<file path="src/rtl/issue_queue.sv">
// Issue queue: FIFO between the schedule stage and execute/dispatch.
// Ops leave in push order, first-word-fall-through, with back-pressure to the scheduler.
package issue_queue_pkg;

   typedef struct packed {
      logic [3:0]  rob_tag;
      logic [5:0]  opcode;
      logic [4:0]  dst;
      logic [15:0] imm;
   } res_st_cell_t;

endpackage

module issue_queue
   import issue_queue_pkg::*;
#(
   parameter  int DEPTH = 8,
   localparam int PTR_W = $clog2(DEPTH),
   localparam int CNT_W = PTR_W + 1
) (
   input  logic               clk,
   input  logic               rst,
   input  logic               flush,
   input  logic               wr_en,
   input  res_st_cell_t       op_in,
   output logic               sched_en,
   output logic               op_valid,
   input  logic               op_ready,
   output res_st_cell_t       op_out,
   output logic [CNT_W-1:0]   count,
   output logic               overflow
);

   res_st_cell_t     mem [DEPTH];
   logic [PTR_W-1:0] wr_ptr;
   logic [PTR_W-1:0] rd_ptr;
   logic             full;
   logic             push;
   logic             pop;

   assign full     = (count == CNT_W'(DEPTH));
   assign sched_en = !full;
   assign op_valid = (count != '0);
   assign op_out   = op_valid ? mem[rd_ptr] : '0;

   assign push = wr_en && !full;
   assign pop  = op_valid && op_ready;

   // Storage is never reset; only pointers and occupancy decide what is visible.
   always_ff @(posedge clk) begin
      if (!rst && !flush && push) begin
         mem[wr_ptr] <= op_in;
      end
   end

   always_ff @(posedge clk) begin
      if (rst) begin
         wr_ptr   <= '0;
         rd_ptr   <= '0;
         count    <= '0;
         overflow <= 1'b0;
      end else if (flush) begin
         wr_ptr <= '0;
         rd_ptr <= '0;
         count  <= '0;
      end else begin
         if (push) begin
            wr_ptr <= wr_ptr + PTR_W'(1);
         end
         if (pop) begin
            rd_ptr <= rd_ptr + PTR_W'(1);
         end
         // A full queue drops the op even if the head leaves this same cycle.
         if (wr_en && full) begin
            overflow <= 1'b1;
         end
         case ({push, pop})
            2'b10:   count <= count + CNT_W'(1);
            2'b01:   count <= count - CNT_W'(1);
            default: count <= count;
         endcase
      end
   end

endmodule

</file>
<file path="config.mk">
export PLATFORM = sky130hd
export DESIGN_NAME = issue_queue
export DESIGN_NICKNAME = d
export VERILOG_FILES = /design/src/rtl/issue_queue.sv
export SDC_FILE = /design/constraint.sdc
export NUM_CORES = 1
export LEC_CHECK = 0
export BUFFER_PORTS_ARGS = -buffer_cell sky130_fd_sc_hd__clkbuf_2
export CAP_MARGIN = 20
export CORE_MARGIN = 2
export CORE_UTILIZATION = 30
export CTS_BUF_LIST = sky130_fd_sc_hd__clkbuf_4 sky130_fd_sc_hd__clkbuf_8
export CTS_CLUSTER_SIZE = 24
export DETAILED_ROUTE_END_ITERATION = 10
export PLACE_DENSITY = 0.41
export SETUP_SLACK_MARGIN = 0.1
export SYNTH_ARGS = -nofsm -noshare
export SYNTH_HDL_FRONTEND = slang
export SYNTH_SLANG_ARGS = --single-unit
</file>
<file path="constraint.sdc">
create_clock -name clk -period 4.4 [get_ports clk]
set_input_delay 0.66 -clock clk [delete_from_list [all_inputs] [get_ports clk]]
set_output_delay 0.66 -clock clk [all_outputs]
set_load 0.005 [all_outputs]
</file>
# Word-level counts from Yosys, hierarchy flattened

Memories as Yosys holds them, arrays and structs flattened. A register that Yosys moved wholly into a read port is not among the register bits.
Cells that the tools add are included.

Register bits after elaboration: 11
Bits in writable memories: 248
Bits of input ports: 36
Output and inout port bits: 38
Word-level logic and storage cells: 31
Memories kept: 1

Add/subtract/negate cells: 4
Equality and inequality tests: 3
Multiplexer cells: 6
Bitwise gates (word level): 1
Reductions and logical operators: 12

Memory list:

| memory | words | bits a word | rd ports | clocked after Yosys merged registers in | write ports | RTL line | RTL |
|---|---|---|---|---|---|---|---|
| mem    | 8     | 31          | 1        | 1                                       | 1           | 34       | `res_st_cell_t mem [DEPTH];` |

Operator list:

| kind                | number |
|---|---|
| $mux 31             | 1 |
| $pmux 4 s2          | 1 |
| $add 3x1->3 const B | 2 |
| $mux 3              | 2 |
| $logic_and 1x1->1   | 5 |
| $add 4x1->4 const B | 1 |
| $eq 4x4->1 const B  | 1 |
| $reduce_bool 4->1   | 1 |
| $sub 4x1->4 const B | 1 |
| $logic_not 1->1     | 3 |
| $eq 2x1->1 const B  | 1 |
| $eq 2x2->1 const B  | 1 |
| $mux 1              | 2 |
| $reduce_and 2->1    | 1 |
| $reduce_bool 2->1   | 1 |
| $reduce_or 2->1     | 1 |
| $not 1->1           | 1 |

# Depth between registers and ports, before layout

Depth after elaboration: 6
Depth in mapped cells: 12

# Least setup slack after synthesis

OpenSTA, ideal clock, no wires.

Path kind: input -> register
Start: in rst
End: mem mem[0][0] in the netlist's numbering (enable)
Arrival time: 3,472 ps
Data required time: 3,942 ps
Path slack: 470 ps
Stages: 3
Cell sequence: or2_2 or3_1 nor3_1

Word-level cells in the longest chain between the ends: 5

Ends and longest elaborated chain:

| what                           | RTL line | RTL |
|---|---|---|
| from (decl)                    | 22       | `input logic rst,` |
| $logic_not 1->1                | 51       | `if (!rst && !flush && push) begin` |
| $logic_and 1x1->1 (2 in a row) | 51       |  |
| $mux 1                         | 51       |  |
| $mux 1 (implied by the code)   | 52       | `mem[wr_ptr] <= op_in;` |
| to (decl)                      | 34       |  |

Every way passes these cells.

==> qor.csv <==
metric,value,unit
VDD IR-drop max,0.2235,mV
RSZ-0062 raised after global routing,no,
fin crit share,75.49,%
clk sinks,262,
DR pass1 iterations,4,
share of cells above drive strength 1,37.94,%
# setup viols final,0,
row count,67,
PD cells,424.4,nW/um^2
Clock Root Buffer,clkbuf_8,
minimum clock period after layout,3.322,ns
CP Launch Type,flip-flop,
Area Growth Syn to Fin,18.95,%
port bufs,73,
post-synthesis cell area,10070,sq um
IO Pins,74,
die area,35050,sq um
first-pass GRT wire length,32370,um
fin nets,631,
top cell type's share of synthesized area,73.95,%
worst-path fanout max,25,
CP Class,reg -> out,
vias per std cell,4.574,
CTS resizes,0,
Mapped Cells,476,
Max-Cap Viols,0,
complex-gate fraction of the synthesized area,0.4348,%
post-synthesis mux area share,17.14,%
min-delay worst type,in -> reg,
register area share after synthesis,76.73,%
adder-cell share of the synthesized area,0.6212,%
pin count of the biggest net entering global routing,33,
warnings from Yosys,0,
top post-synthesis cells by area,"edfxtp_1 74%, mux4_2 14%, mux2i_1 3.3%",
slew margin rel.,50.35,%
Global Route Usage Sum,12.36,%
DRT iter0 DRCs,203,
post-CTS setup buffer count,0,
largest buffer count on any clock path,3,
skew final,0.01453,ns
initial core utilization,30.26,%
CTS Buf Count,46,
LEAKAGE,0.003817,uW
Most used DFF post-synth,edfxtp_1,
"CTS clk-pin slew, worst paths",0.05,ns
Die Span Y,187.2,um
crit end category,primary output,
Hold Buf Count CTS,0,
Placer Congestion,0.6570,
largest family of logic cells by synthesized area,multiplexers,
Achievable Freq,301.1,MHz
Synth cell types,31,
cell taking the most area after synthesis,edfxtp_1,
initial antenna violation count,0,
outcome,completed,
Diodes inserted,0,
Synth Area in XOR/XNOR,0.6088,%
Routed WL per cell,19.99,um
syn nets,517,
Sum Neg Setup Slack,0,ns
Final Slew Violations,0,
post-layout util,35.99,%
clk_lat worst skew,0.55,ns
number of synthesized register bits,262,
Syn Area/Cell,21.16,sq um
antenna-violating nets left,0,
hold_ws,0.3068,ns
Simple-Gate Fraction of Synth Area,3.255,%
H-tree levels,2,
Post-Route WL,21380,um
drt drc,0,
Worst Tran Pin Value,0.7447,ns
required time worst endpoint,3.74,ns
Post-synth EDFFs,248,
Final Hold Viols,0,
vias in the first global route,5349,
core box area,33280,sq um
Detail Placement HPWL,12860,um
Critical Path AT,2.66,ns
Die W,187.2,um
TritonCTS clock tree,built,
DR vias,4894,
GRT overflow,0,
Async SR Flop Fraction,0,%
[flip-flops by register name, indices dropped and copies added (netlist names), named ones only]
name,cells
count,4
rd_ptr,3
wr_ptr,3
mem,248
overflow,1
[cell usage after synthesis (all sizes together), types with 2 or more instances]
cell type,instances
edfxtp,248
mux4,62
nor2,47
mux2i,33
clkbuf,17
dfxtp,14
buf,9
xor2,6
ha,5
a21oi,4
nand2,4
nand3,4
o21ai,3
inv,2
nand2b,2
nand4,2
nor3,2
or3,2
[cell families after synthesis]
family,Yosys count
xor gates and xnor gates,7
DFF,262
muxes,95
buffers and inverters,28
adders and majority gates,5
AOI/OAI and AO/OA,8
and+or+nand+nor,71
[power by group]
| group | switching (uW) | internal (uW) | total, uW |
|---|---|---|---|
| registers | 10.8 | 2740 | 2750 |
| logic | 104 | 72.0 | 176 |
| clock network | 947 | 1210 | 2160 |
| total | 1060 | 4020 | 5080 |
[metal layers]
metal  wire length [um]  vias up  GRT usage, %
li1                   -     2177             -
met1               9153     2556         15.44
met2              10830      112         21.33
met3                943       49         2.833
met4                461        0         3.938
met5                  0        -             0
[area by class of cell]
type / count / area, sq um
Multi-Input combinational cell: 186 / 2286
Sequential cell: 262 / 7734
Clock inverter: 21 / 146.4
Fill cell: 3146 / 21300
Tap cell: 448 / 560.5
Inverter: 2 / 7.507
Timing Repair Buffer: 92 / 508.0
Clock buffer: 59 / 737.0
[stage by stage]
step,cell area (sq um),setup WS [ns],cells,power (uW)
4_1_cts,11980,0.9055,1070,5170
3_5_place_dp,11100,1.398,990,2987
3_3_place_gp,11100,1.403,990,2982
6_report,11980,1.078,1070,5084
5_1_grt,11980,0.7995,1070,5288
2_1_floorplan,10070,0.4703,476,2889
[worst max-delay path, stage by stage, from the launching register on]
cell and delay, ns:
dfxtp_4 0.69, buf_4 0.45, mux4_2 0.56, mux2i_1 0.20, nor2_1 0.08, clkbuf_2 0.14
[path summary, 6_finish.rpt]
path                            cells after the start         end  startpoint  slack [ns]
worst max-delay path                                5  op_out[11]   flip-flop        1.08
worst min register to register                      2    overflow    overflow        0.45
worst min-delay path                                2    overflow         rst        0.31
worst max register to register                     11    count[2]    count[0]        1.54
[cells in the final DEF (no fill, tap or decap), types with 2 or more instances in the layout]
cell type	n
o21ai_0	3
clkbuf_8	47
nand2_1	4
edfxtp_1	248
buf_4	19
nand3_1	4
clkinv_1	12
dfxtp_2	2
dfxtp_1	11
mux4_2	62
nor2_1	41
nand2b_1	2
clkbuf_4	12
clkbuf_2	73
clkinv_2	5
a21oi_1	4
ha_1	5
nand4_1	2
or3_1	2
xor2_1	6
mux2i_1	33
bufinv_16	2
nor3_2	2
nor2_4	6
Power figures use the tool's default switching activity.
